--- src/rtl/simple_bus_fifo_pkg.sv ---
// simple_bus_fifo_pkg
// Shared constants for the simple-bus FIFO peripheral: register byte offsets,
// STATUS field positions, CTRL command bits and IRQEN enable bits.
package simple_bus_fifo_pkg;

    // Register byte offsets (word aligned)
    localparam int unsigned ADDR_DATA   = 'h00;
    localparam int unsigned ADDR_STATUS = 'h04;
    localparam int unsigned ADDR_CTRL   = 'h08;
    localparam int unsigned ADDR_THRESH = 'h0C;
    localparam int unsigned ADDR_IRQEN  = 'h10;

    // STATUS fields
    localparam int unsigned STAT_COUNT_LSB = 0;
    localparam int unsigned STAT_COUNT_W   = 9;
    localparam int unsigned STAT_EMPTY     = 16;
    localparam int unsigned STAT_FULL      = 17;
    localparam int unsigned STAT_OVERFLOW  = 18;
    localparam int unsigned STAT_UNDERFLOW = 19;
    localparam int unsigned STAT_LEVEL     = 20;

    // CTRL command bits (self-clearing)
    localparam int unsigned CTRL_FLUSH = 0;
    localparam int unsigned CTRL_CLEAR = 1;

    // IRQEN bits
    localparam int unsigned IRQEN_LEVEL = 0;
    localparam int unsigned IRQEN_ERR   = 1;

    localparam int unsigned THRESH_W = 9;

endpackage

--- src/rtl/sync_fifo_core.sv ---
// sync_fifo_core
// Single-clock FIFO: storage, head/tail pointers and occupancy count.
// Ports:
//   clk, rst_n    clock, asynchronous active-low reset
//   push, push_data  enqueue request and word (dropped when full unless popping)
//   pop           dequeue request (ignored when empty)
//   flush         empty the FIFO; wins over push and pop
//   head          word at the read pointer (undefined when empty)
//   count         occupancy, clog2(DEPTH)+1 bits
//   full, empty   occupancy flags
module sync_fifo_core #(
    parameter int unsigned DEPTH      = 16,
    parameter int unsigned DATA_WIDTH = 32,
    localparam int unsigned PTR_W     = $clog2(DEPTH),
    localparam int unsigned CNT_W     = PTR_W + 1
) (
    input  logic                  clk,
    input  logic                  rst_n,
    input  logic                  push,
    input  logic [DATA_WIDTH-1:0] push_data,
    input  logic                  pop,
    input  logic                  flush,
    output logic [DATA_WIDTH-1:0] head,
    output logic [CNT_W-1:0]      count,
    output logic                  full,
    output logic                  empty
);

    logic [DATA_WIDTH-1:0] mem [DEPTH];
    logic [PTR_W-1:0]      wr_ptr_q, rd_ptr_q;
    logic [CNT_W-1:0]      count_q, count_d;
    logic                  push_ok, pop_ok;

    assign full  = (count_q == CNT_W'(DEPTH));
    assign empty = (count_q == '0);
    assign count = count_q;
    assign head  = mem[rd_ptr_q];

    // A full FIFO still accepts a push when a pop frees a slot in the same cycle.
    assign push_ok = push & (~full | pop);
    assign pop_ok  = pop & ~empty;

    always_comb begin
        count_d = count_q;
        if (flush) begin
            count_d = '0;
        end else begin
            case ({push_ok, pop_ok})
                2'b10:   count_d = count_q + CNT_W'(1);
                2'b01:   count_d = count_q - CNT_W'(1);
                default: count_d = count_q;
            endcase
        end
    end

    always_ff @(posedge clk or negedge rst_n) begin
        if (!rst_n) begin
            wr_ptr_q <= '0;
            rd_ptr_q <= '0;
            count_q  <= '0;
        end else begin
            count_q <= count_d;
            if (flush) begin
                wr_ptr_q <= '0;
                rd_ptr_q <= '0;
            end else begin
                if (push_ok) wr_ptr_q <= wr_ptr_q + PTR_W'(1);
                if (pop_ok)  rd_ptr_q <= rd_ptr_q + PTR_W'(1);
            end
        end
    end

    // Storage is not reset; contents are only observed through a valid count.
    always_ff @(posedge clk) begin
        if (push_ok && !flush) mem[wr_ptr_q] <= push_data;
    end

endmodule

--- src/rtl/simple_bus_fifo_regs.sv ---
// simple_bus_fifo_regs
// Register-mapped FIFO on the simple bus: DATA push/pop, STATUS, CTRL
// (flush / clear sticky), THRESH and IRQEN, with a registered level interrupt.
// Ports:
//   S_AXI_ACLK, S_AXI_ARESETN  clock, asynchronous active-low reset
//   wrAddr, wrData, wr         write byte address, data, one-cycle strobe
//   rdAddr, rd                 read byte address, read-active level
//   rdData                     combinational read data
//   irq                        registered level interrupt
module simple_bus_fifo_regs #(
    parameter int unsigned ADDR_WIDTH = 6,
    parameter int unsigned DATA_WIDTH = 32,
    parameter int unsigned DEPTH      = 16
) (
    input  logic                  S_AXI_ACLK,
    input  logic                  S_AXI_ARESETN,
    input  logic [ADDR_WIDTH-1:0] wrAddr,
    input  logic [DATA_WIDTH-1:0] wrData,
    input  logic                  wr,
    input  logic [ADDR_WIDTH-1:0] rdAddr,
    output logic [DATA_WIDTH-1:0] rdData,
    input  logic                  rd,
    output logic                  irq
);

    import simple_bus_fifo_pkg::*;

    localparam int unsigned CNT_W = $clog2(DEPTH) + 1;

    logic [31:0]           wr_off, rd_off, rd_addr_off;
    logic                  rd_q;
    logic [ADDR_WIDTH-1:0] rd_addr_q;
    logic                  end_of_read, rd_data_end;
    logic                  wr_data, wr_ctrl, wr_thresh, wr_irqen;
    logic                  push, pop, flush, clr;
    logic                  ovf_set, unf_set;
    logic                  overflow_q, overflow_d, underflow_q, underflow_d;
    logic [THRESH_W-1:0]   thresh_q;
    logic [1:0]            irqen_q;
    logic                  irq_q, irq_d, level;
    logic [DATA_WIDTH-1:0] head;
    logic [CNT_W-1:0]      count;
    logic                  full, empty;

    // Word offsets; byte lanes within a word are ignored.
    assign wr_off      = 32'(wrAddr) & ~32'd3;
    assign rd_off      = 32'(rdAddr) & ~32'd3;
    assign rd_addr_off = 32'(rd_addr_q) & ~32'd3;

    assign wr_data   = wr && (wr_off == ADDR_DATA);
    assign wr_ctrl   = wr && (wr_off == ADDR_CTRL);
    assign wr_thresh = wr && (wr_off == ADDR_THRESH);
    assign wr_irqen  = wr && (wr_off == ADDR_IRQEN);

    // Read side effects fire once, when the rd window closes, using the
    // address captured when it opened.
    assign end_of_read = rd_q & ~rd;
    assign rd_data_end = end_of_read && (rd_addr_off == ADDR_DATA);

    assign push    = wr_data;
    assign pop     = rd_data_end & ~empty;
    assign flush   = wr_ctrl & wrData[CTRL_FLUSH];
    assign clr     = wr_ctrl & wrData[CTRL_CLEAR];
    assign ovf_set = wr_data & full & ~pop;
    assign unf_set = rd_data_end & empty;

    // A new error in the same cycle as a clear keeps the flag set.
    assign overflow_d  = (overflow_q & ~clr) | ovf_set;
    assign underflow_d = (underflow_q & ~clr) | unf_set;

    assign level = (THRESH_W'(count) >= thresh_q);
    assign irq_d = (irqen_q[IRQEN_LEVEL] & level) |
                   (irqen_q[IRQEN_ERR] & (overflow_q | underflow_q));
    assign irq   = irq_q;

    sync_fifo_core #(
        .DEPTH      (DEPTH),
        .DATA_WIDTH (DATA_WIDTH)
    ) u_core (
        .clk       (S_AXI_ACLK),
        .rst_n     (S_AXI_ARESETN),
        .push      (push),
        .push_data (wrData),
        .pop       (pop),
        .flush     (flush),
        .head      (head),
        .count     (count),
        .full      (full),
        .empty     (empty)
    );

    always_ff @(posedge S_AXI_ACLK or negedge S_AXI_ARESETN) begin
        if (!S_AXI_ARESETN) begin
            rd_q        <= 1'b0;
            rd_addr_q   <= '0;
            overflow_q  <= 1'b0;
            underflow_q <= 1'b0;
            thresh_q    <= THRESH_W'(DEPTH / 2);
            irqen_q     <= 2'b00;
            irq_q       <= 1'b0;
        end else begin
            rd_q        <= rd;
            if (rd && !rd_q) rd_addr_q <= rdAddr;
            overflow_q  <= overflow_d;
            underflow_q <= underflow_d;
            if (wr_thresh) thresh_q <= wrData[THRESH_W-1:0];
            if (wr_irqen)  irqen_q  <= wrData[1:0];
            irq_q       <= irq_d;
        end
    end

    always_comb begin
        rdData = '0;
        case (rd_off)
            ADDR_DATA: begin
                if (!empty) rdData = head;
            end
            ADDR_STATUS: begin
                rdData[STAT_COUNT_LSB +: STAT_COUNT_W] = STAT_COUNT_W'(count);
                rdData[STAT_EMPTY]                     = empty;
                rdData[STAT_FULL]                      = full;
                rdData[STAT_OVERFLOW]                  = overflow_q;
                rdData[STAT_UNDERFLOW]                 = underflow_q;
                rdData[STAT_LEVEL]                     = level;
            end
            ADDR_THRESH: rdData[THRESH_W-1:0] = thresh_q;
            ADDR_IRQEN:  rdData[1:0]          = irqen_q;
            default:     rdData = '0;
        endcase
    end

endmodule

--- config.mk ---
export PLATFORM = sky130hd
export DESIGN_NAME = simple_bus_fifo_regs
export DESIGN_NICKNAME = d
export VERILOG_FILES = /design/src/rtl/simple_bus_fifo_pkg.sv /design/src/rtl/sync_fifo_core.sv /design/src/rtl/simple_bus_fifo_regs.sv
export SDC_FILE = /design/constraint.sdc
export NUM_CORES = 1
export LEC_CHECK = 0
export ABC_AREA = 1
export CAP_MARGIN = 20
export CORE_ASPECT_RATIO = 1.1
export CORE_MARGIN = 1
export CORE_UTILIZATION = 55
export DETAILED_ROUTE_END_ITERATION = 10
export DONT_BUFFER_PORTS = 1
export GPL_TIMING_DRIVEN = 0
export PLACE_DENSITY = 0.7
export SLEW_MARGIN = 20
export SYNTH_ARGS = -nofsm -noshare
export SYNTH_HDL_FRONTEND = slang
export SYNTH_SLANG_ARGS = --single-unit
--- constraint.sdc ---
create_clock -name S_AXI_ACLK -period 4.5 [get_ports S_AXI_ACLK]
set_input_delay 0.45 -clock S_AXI_ACLK [delete_from_list [all_inputs] [get_ports S_AXI_ACLK]]
set_output_delay 0.45 -clock S_AXI_ACLK [all_outputs]
set_load 0.05 [all_outputs]
# Word-level counts from Yosys, hierarchy flattened

Memories as Yosys holds them, arrays and structs flattened.
Index checks and enable logic that the tools add are counted.

Reductions and logical operators: 16
Bitwise operators: 23
Equal/unequal tests: 9
Mux-type cells: 14
Add/subtract/negate cells: 4
Order comparisons: 1

Operators by type and width:

| kind                                                                   | count |
|---|---|
| 32-bit logical NOT                                                     | 3 |
| 32-bit two-way mux                                                     | 1 |
| 7-bit case mux with 3 select lines                                     | 1 |
| 5-bit case mux with 2 select lines                                     | 2 |
| 4-bit two-way mux                                                      | 4 |
| 1-bit AND                                                              | 13 |
| 4-bit by 2-bit equality test with 1-bit output (second input constant) | 3 |
| 11-bit two-way mux                                                     | 1 |
| 5-bit by 9-bit >= comparator with 1-bit output                         | 1 |
| 4-bit by 1-bit adder with 4-bit output (second input constant)         | 2 |
| 4-bit by 3-bit equality test with 1-bit output (second input constant) | 2 |
| 2-bit case mux with 4 select lines                                     | 1 |
| 1-bit logical AND                                                      | 7 |
| 7-bit two-way mux                                                      | 1 |
| 5-bit by 1-bit adder with 5-bit output (second input constant)         | 1 |
| 5-bit equality test (second input constant)                            | 1 |
| 5-bit logical NOT                                                      | 1 |
| 5-bit two-way mux                                                      | 1 |
| 1-bit inverter                                                         | 5 |
| 1-bit OR                                                               | 5 |
| 5-bit by 1-bit subtractor with 5-bit output (second input constant)    | 1 |
| 4-bit by 1-bit equality test with 1-bit output (second input constant) | 1 |
| 2-bit nonzero test                                                     | 2 |
| 3-bit nonzero test                                                     | 1 |
| other kinds (4)                                                        | 6 |

Input bits: 48
RAM bits: 512
Memories: 1
Register bits: 34

Memories:

| memory     | words | width | rd ports | clocked after memory_dff | write ports | line                 | RTL |
|---|---|---|---|---|---|---|---|
| u_core.mem | 16    | 32    | 1        | 0                        | 1           | sync_fifo_core.sv:29 | `logic [DATA_WIDTH-1:0] mem [DEPTH];` |

# Longest topological paths before layout

Gate-level depths: netlist of run 1.

Depth after elaboration: 9
Depth in mapped cells: 14

# Cells and area by module

A second synthesis of run 1 with hierarchy kept.

Cells, all modules: 1820
Area, all modules: 22506.6 sq um

Modules (own cells, without submodules):

| module               | instances | cells each | area each (sq um) |
|---|---|---|---|
| sync_fifo_core       | 1         | 1620       | 21142.8 |
| simple_bus_fifo_regs | 1         | 200        | 1363.8 |

# Least setup slack after synthesis of run 1

OpenSTA, ideal clock, no wires.

Path type: input to register
From: input wrAddr[4]
To: memory u_core.mem[0][0] (enable)
Cell stages on the path: 7
Path slack: 1510 ps
Path buffers: 0
Arrival time: 2569 ps
Library setup time: 421 ps
Data required time: 4079 ps
Cell sequence: nor2_1 -> nand3_1 -> clkinv_1 -> nand2_1 -> inv_2 -> nand4_1 -> nor2_1

Cells in the longest elaborated chain, start to end: 7
Elaborated cells between the ends (all ways): 10
Those cells by class: eq/ne (1); mux (2); bitwise (2); reduce/logical (5)

Ends and longest elaborated chain:

| what                                           | line                       | RTL |
|---|---|---|
| from (decl)                                    | simple_bus_fifo_regs.sv:17 | `input logic [ADDR_WIDTH-1:0] wrAddr,` |
| 4-bit by 2-bit equality test with 1-bit output | simple_bus_fifo_regs.sv:51 | `assign wr_ctrl = wr && (wr_off == ADDR_CTRL);` |
| 1-bit logical AND                              | simple_bus_fifo_regs.sv:51 |  |
| 1-bit AND                                      | simple_bus_fifo_regs.sv:62 | `assign flush = wr_ctrl & wrData[CTRL_FLUSH];` |
| 1-bit logical NOT                              | sync_fifo_core.sv:75       | `if (push_ok && !flush) mem[wr_ptr_q] <= push_data;` |
| 1-bit logical AND (*)                          | sync_fifo_core.sv:75       |  |
| 1-bit two-way mux (*)                          | sync_fifo_core.sv:75       |  |
| 1-bit two-way mux (implied by the code) (*)    | sync_fifo_core.sv:75       |  |
| to (decl)                                      | sync_fifo_core.sv:29       |  |

Mark *: on every way between the ends. The rest lies on a longest branch, timed or not.

# Final worst setup path of run 1

From: register u_core.rd_ptr_q[0]
To: output rdData[10]

Cells in the longest elaborated chain, start to end: 3

Ends and longest elaborated chain:

| what                    | line                        | RTL |
|---|---|---|
| from (decl)             | sync_fifo_core.sv:30        | `logic [PTR_W-1:0] wr_ptr_q, rd_ptr_q;` |
| from (signal assigned)  | sync_fifo_core.sv:68        | `if (pop_ok) rd_ptr_q <= rd_ptr_q + PTR_W'(1);` |
| memory read 16 x 32 bit | --                          |  |
| 32-bit two-way mux      | simple_bus_fifo_regs.sv:116 | `if (!empty) rdData = head;` |
| 7-bit two-way mux       | simple_bus_fifo_regs.sv:114 | `case (rd_off)` |
| to (decl)               | simple_bus_fifo_regs.sv:21  | `output logic [DATA_WIDTH-1:0] rdData,` |

No other way between the ends.

==> results of run 1 <==
==> where the power goes <==
part           switching [mW]  total (mW)  internal (mW)
Combinational            3.64        5.05           1.40
Sequential             0.0990        5.74           5.64
Clock                    1.85        4.15           2.30
Total                    5.60        14.9           9.34
==> registers in the layout (all words and copies together), names as in the netlist <==
| signal | cells |
|---|---|
| u_core.mem | 512 |
| thresh_q | 9 |
| u_core.count | 5 |
| rd_addr_q | 4 |
| u_core.rd_ptr_q | 4 |
| u_core.wr_ptr_q | 4 |
| irqen_q | 2 |
| irq | 1 |
| overflow_q | 1 |
| rd_q | 1 |
| underflow_q | 1 |
==> worst max-delay path: stages, from the launching register on <==
cell and delay [ns]:
dfrtp_1 0.46, inv_2 0.16, buf_4 0.23, clkbuf_1 0.69, o21ai_0 0.26, nand3_1 0.14, nand2_1 0.08, nand2_1 0.06
nand2_1 0.05, nor2_1 0.74
==> worst max path at each step <==
stage	start	end	cells after the start
6_report	u_core.rd_ptr_q[0]$_DFFE_PN0P_	rdData[10]	9
4_1_cts	u_core.rd_ptr_q[0]$_DFFE_PN0P_	rdData[28]	9
3_3_place_gp	wrAddr[4]	u_core.mem[1][9]$_DFFE_PP_	7
5_1_grt	u_core.rd_ptr_q[0]$_DFFE_PN0P_	rdData[28]	9
2_1_floorplan	wrAddr[4]	u_core.mem[0][0]$_DFFE_PP_	7
3_5_place_dp	u_core.rd_ptr_q[0]$_DFFE_PN0P_	rdData[10]	9
==> routing by layer <==
layer	GRT usage [%]	vias up	wire length [µm]
li1	-	7001	-
met3	5.536	177	6347
met5	0	-	0
met2	53.12	977	31310
met1	39.27	7534	23730
met4	15.27	0	2815
==> cells in the final DEF (no fill, tap or decap), types with 5 or more instances in the layout <==
| cell | synthesis | routed |
|---|---|---|
| dlygate4sd3_1 | 0 | 35 |
| o211ai_1 | 22 | 22 |
| nand2_1 | 338 | 338 |
| clkbuf_1 | 32 | 48 |
| nor2_4 | 0 | 16 |
| ha_1 | 13 | 13 |
| nand4_1 | 9 | 9 |
| edfxtp_1 | 512 | 512 |
| inv_2 | 5 | 5 |
| a21oi_1 | 32 | 31 |
| buf_4 | 12 | 12 |
| clkbuf_16 | 0 | 53 |
| clkinv_2 | 0 | 11 |
| buf_1 | 15 | 15 |
| buf_2 | 44 | 44 |
| clkbuf_8 | 0 | 5 |
| clkinv_1 | 1 | 11 |
| inv_1 | 64 | 64 |
| buf_12 | 0 | 8 |
| buf_16 | 0 | 15 |
| buf_6 | 5 | 5 |
| nand3_1 | 300 | 300 |
| o21ai_1 | 25 | 32 |
| o21ai_0 | 135 | 128 |
| dfrtp_1 | 31 | 31 |
| nor2_1 | 308 | 292 |
==> kinds of logic (layout without fill, tap and decap cells) <==
kind of cell	Yosys count	in the layout
other	0	3
AND/OR/NAND/NOR	962	962
multiplexers	1	1
buffers and inverters	179	333
flip-flops	544	544
adder cells (fa/ha/maj)	14	14
AO/OA/AOI/OAI	218	218
XOR/XNOR	5	5
==> cell type report <==
cell class | instances | area share, %
tap | 513 | 2.498
antenna | 3 | 0.02922
clock buffer | 74 | 5.664
clock inverter | 22 | 0.4772
sequential | 544 | 62.96
timing repair buffer | 58 | 3.594
buffer | 109 | 2.172
multi-input combinational | 1200 | 21.58
inverter | 70 | 1.023
==> metrics by stage <==
step	setup slack (ns)	cells	TNS [ns]	hold WS (ns)
final	0.5688	2593	0	0.01925
after global routing	0.5101	2590	0	0.02048
after CTS	0.6398	2590	0	0.002100
after detailed placement	1.285	2458	0	0.1554
after global placement	-0.4731	2436	-102.93	0.1554
after floorplan	1.510	1923	0	0.1544
==> timing repair <==
| action | in CTS | in global routing |
|---|---|---|
| hold buffers | 36 | 0 |
| setup buffers | 0 | 0 |
| hold endpoints to repair | 547 | 0 |
==> flow_summary.yaml, run 1 <==
timing:
  worst_pin_slew_ns: 1.133
  slew-limit-headroom_pct: 24.72
  setup_violations: 0
  fmax_mhz: 254.4
  period_share_pct: 87.36
  fin_crit_ns: 3.931
  hold_viol: 0
  rsz0062_at_grt: "no"
  drv_slew: 0
  skew_ns: 0.01478
die:
  design.core.area_um2: 40170
  ios: 81
  dieArea_um2: 41570
  fp.dieH_um: 213.8
  start_util_pct: 55.80
  fp-row-count: 77
  die_w_um: 194.5
cells_and_area:
  final_layout_size_suffix_gt1_share_pct: 8.763
  area_growth_pct: 14.61
  fillCellCount: 2945
  postLayoutCellArea_um2: 25690
  finish.net_count: 2097
  post-route-util_pct: 63.95
  multi_input_area_um2: 5545
  regArea_um2: 16180
synthesis:
  async_reset_ff_share_pct: 5.882
  synth_top_area_cell: "edfxtp_1"
  synth_mux_area_share_pct: 0.05023
  synth_top_area_share_pct: 68.58
  ys.flop_type: "edfxtp_1"
  synth_seq_cells: 544
  synth_compound_area_share_pct: 5.135
  syn_area_um2: 22420
  syn-num-nets: 1985
  synthDistinctLibCells: 30
  ys_seq_area_share_pct: 72.16
  yosysMostFrequentCell: "edfxtp_1"
  synth_edf_count: 512
  synthCells: 1923
  synth-simple-area-share_pct: 17.99
  synth_xor_xnor_area_share_pct: 0.1953
  synth_top_family_by_area: "simple AND/OR/NAND/NOR gates"
  ys.warnings.count: 0
  synthTopCellsByArea: "edfxtp_1, nand3_1, nand2_1"
  synth_fa_ha_area_share_pct: 0.8148
  synth_area_per_cell_um2: 11.66
  synth_commonest_cells: "edfxtp_1, nand2_1, nor2_1"
cts:
  clkSinkCount: 544
  cts_tree: "done"
  cts_made_buffers: 52
  clock_path_buffers: 3
  root_buffer: "clkbuf_16"
  cts_resized: 0
  path_clk_slew_ns: 0.06
  clkLatencyLatePin_ns: 0.60
  htree_levels: 2
global_route:
  grt_max_degree: 33
  grt_usage_pct: 31.30
  grt_pass1_vias: 15613
  grt_first_pass_wirelength_um: 94850
  grt.overflow.total: 0
  grt_antenna_before_repair: 2
worst_setup_path:
  start_kind: "flip-flop"
  reg2reg_slack_ns: 1.57
  arrival_ns: 3.48
  path_class: "flip-flop to output pin"
  rr_endpoint: "u_core.mem[0][12]$_DFFE_PP_"
  r2r_cells: 9
  crit_required_ns: 4.05
  crit_path_max_fanout: 10
  rr_startpoint: "u_core.count[1]$_DFFE_PN0P_"
  cp-end-kind: "output pin"
hold_path:
  hp-class: "input pin to flip-flop"
  worstHoldEndpoint: "thresh_q[4]$_DFFE_PN0P_"
  hp-start: "wrData[4]"
  holdPathStages: 2
power_and_ir_drop:
  power_mw: 14.94
  ir_worst_vdd_uv: 340.8
  leakage_nw: 9.206
  power_density_nw_per_um2: 581.3
place:
  gp_congestion: 0.8871
  postPlaceCellArea_um2: 23740
  dp_hpwl_um: 41960
  io_buffers: 0
drt:
  ant_nets: 0
  drt_pass1_iterations: 5
  num_vias: 15689
  drcViolationCount: 0
  viasPerCell: 6.051
  drt-total-wl_um: 64200
  wire_per_inst_um: 24.76
  drt_iter0_drc: 1808
run:
  drv_cap: 0
status:
  status: "finished, final reports clean"
(Power assumes the default switching activity.)
==> run 2, diff against run 1 <==
- DONT_BUFFER_PORTS: 1 -> default
- PLACE_DENSITY: 0.7 -> 0.76
- clock period: 4.5 -> 3.3 ns (I/O delays scaled with it)
==> flow_summary.yaml, run 2 (synthesis results as in run 1) <==
cts:
  clkSinkCount: 544
  cts_tree: "done"
  htree_levels: 2
  clkLatencyLatePin_ns: 0.61
  clock_path_buffers: 3
  cts_made_buffers: 52
  path_clk_slew_ns: 0.06
  root_buffer: "clkbuf_16"
die:
  start_util_pct: 55.80
  ios: 81
  fp.dieH_um: 213.8
  die_w_um: 194.5
  fp-row-count: 77
  dieArea_um2: 41570
  design.core.area_um2: 40170
cells_and_area:
  area_growth_pct: 16.52
  final_common_cell: "edfxtp_1"
  regMostFlops: "u_core.mem"
  post-route-util_pct: 65.02
  fillCellCount: 2852
  postLayoutCellArea_um2: 26120
  n_antenna_cell: 0
  layout_common_cells: "edfxtp_1, nand2_1, nand3_1"
  finish.net_count: 2138
  multi_input_area_um2: 5550
  largest_reg_flops: 512
  final_layout_size_suffix_gt1_share_pct: 10.80
  regArea_um2: 16180
drt:
  wire_per_inst_um: 24.24
  drt-total-wl_um: 63820
  top_layer: "met5"
  drt_pass1_iterations: 6
  ant_nets: 0
  wl_met3_um: 6271
  drcViolationCount: 0
  drt_iter0_drc: 1976
  dr_wl_met2_um: 31410
  wl_met1_um: 23180
  viasPerCell: 6.083
  num_vias: 16016
status:
  status: "finished, final reports clean"
worst_setup_path:
  crit_chain: "inv_2 > buf_4 > buf_2 > nand2_1 > nand2_1 > nand2_1 > nand3_1 > nand3_1 > nand2_1 > nand2_1 > nand2_1 > clkdlybuf4s18_2"
  crit_path_max_fanout: 10
  crit_cells: 12
  path_class: "flip-flop to output pin"
  path_buf_inv: 4
  start_kind: "flip-flop"
  r2r_cells: 9
  arrival_ns: 2.92
  cp-end-kind: "output pin"
  crit_required_ns: 2.97
  critPathTopFamily: "buffers and inverters"
  cpMostUsedCell: "nand2_1"
  slowest_stage: "dfrtp_1"
  cpPeakStageDelay_ns: 0.46
timing:
  setup_violations: 0
  fmax_mhz: 307.7
  period_share_pct: 98.48
  fin_crit_ns: 3.250
  slew-limit-headroom_pct: 40.66
  drv_slew: 0
  hold_slack_ns: 0.08812
  skew_ns: 0.01745
  hold_viol: 0
  timing.final.ws_setup_ns: 0.05021
  worst_pin_slew_ns: 0.8901
run:
  drv_cap: 0
power_and_ir_drop:
  ir_worst_vdd_uv: 418.5
  switchingPower_mw: 7.676
  seqPwrFrac_pct: 37.7
  p_sw_share_pct: 36.98
  power_density_nw_per_um2: 794.7
  p_int_mw: 13.08
  leakage_nw: 9.464
  combPwrFrac_pct: 33.7
  p_clk_share_pct: 28.6
global_route:
  grt_pass1_vias: 15733
  grt_antenna_before_repair: 1
  grt_usage_pct: 31.08
  grt.overflow.total: 0
  grt_max_degree: 29
  grt_first_pass_wirelength_um: 93740
place:
  gp_congestion: 0.8933
  postPlaceCellArea_um2: 24450
  io_buffers: 76
  dp_hpwl_um: 42190
  pre_cts_slack_ns: -0.3273
hold_path:
  hp-class: "input pin to asynchronous set/reset pin"
==> run 2: changes by cell type in the layout (fill, tap and decap cells not counted), moves of 4 or more <==
| cell | before | now |
|---|---|---|
| o21ai_1 | 32 | 25 |
| clkbuf_2 | 0 | 20 |
| o21ai_0 | 128 | 135 |
| clkbuf_4 | 0 | 12 |
| dlygate4sd3_1 | 35 | 1 |
| clkdlybuf4s50_1 | 0 | 43 |
| bufinv_16 | 1 | 5 |
| clkdlybuf4s15_2 | 0 | 10 |
| clkbuf_1 | 48 | 30 |
| clkinv_1 | 11 | 16 |
==> run 2: layout make-up <==
cell class                 instances  share of cell area [%]
clock inverter                    34                   1.111
tap                              513                   2.457
timing repair buffer              99                   4.627
multi-input combinational       1200                   21.25
clock buffer                      64                   5.312
sequential                       544                   61.93
inverter                          70                   1.015
buffer                           109                   2.304
==> run 2: stage by stage <==
step / TNS (ns) / instances / total power, mW
final: 0 / 2633 / 20.76
after global routing: -0.0009150 / 2633 / 21.56
after CTS: -0.1802 / 2632 / 20.58
after detailed placement: -52.43 / 2533 / 14.72
after global placement: -945.55 / 2512 / 14.50
after floorplan: 0 / 1923 / 12.21
==> run 2: what timing repair did <==
item / in CTS / in global routing
hold endpoints to repair: 32 / 0
pin swaps: 0 / 1
resized for setup: 91 / 62
buffers inserted: 0 / 1
hold buffers: 1 / 0
setup endpoints to repair: 32 / 32
==> run 2: power by group through the flow <==
stage / clock (mW) / combinational, mW / sequential [mW]
global route: 6.19 / 7.54 / 7.84
finish: 5.95 / 6.99 / 7.83
floorplan: 0 / 4.28 / 7.93
detailed placement: 0 / 6.76 / 7.97
global placement: 0 / 6.54 / 7.96
CTS: 5.93 / 6.83 / 7.82
==> run 2: per-layer routing <==
layer | vias to the layer above | global-route usage [%]
li1 | 7088 | -
met1 | 7739 | 37.81
met2 | 984 | 53.68
met3 | 203 | 5.694
met4 | 2 | 15.76
met5 | - | 0
==> run 2: worst paths after layout <==
kind,slack [ns],startpoint,to
max,0.05,u_core.rd_ptr_q[0]$_DFFE_PN0P_,rdData[1]
min,0.09,S_AXI_ARESETN,u_core.count[2]$_DFFE_PN0P_
max reg2reg,0.32,u_core.count[1]$_DFFE_PN0P_,u_core.mem[1][20]$_DFFE_PP_
min reg2reg,0.49,thresh_q[1]$_DFFE_PN0P_,thresh_q[1]$_DFFE_PN0P_
max in group asynchronous,2.74,S_AXI_ARESETN,thresh_q[3]$_DFFE_PN1P_
min in group S_AXI_ACLK,0.20,rd,rd_q$_DFF_PN0_
==> run 2: worst register-to-register path: cells and delay by family (launching register included) <==
family | cells | cell delay, ns
buf+inv | 3 | 0.49
flops | 1 | 0.49
simple gates | 6 | 1.67
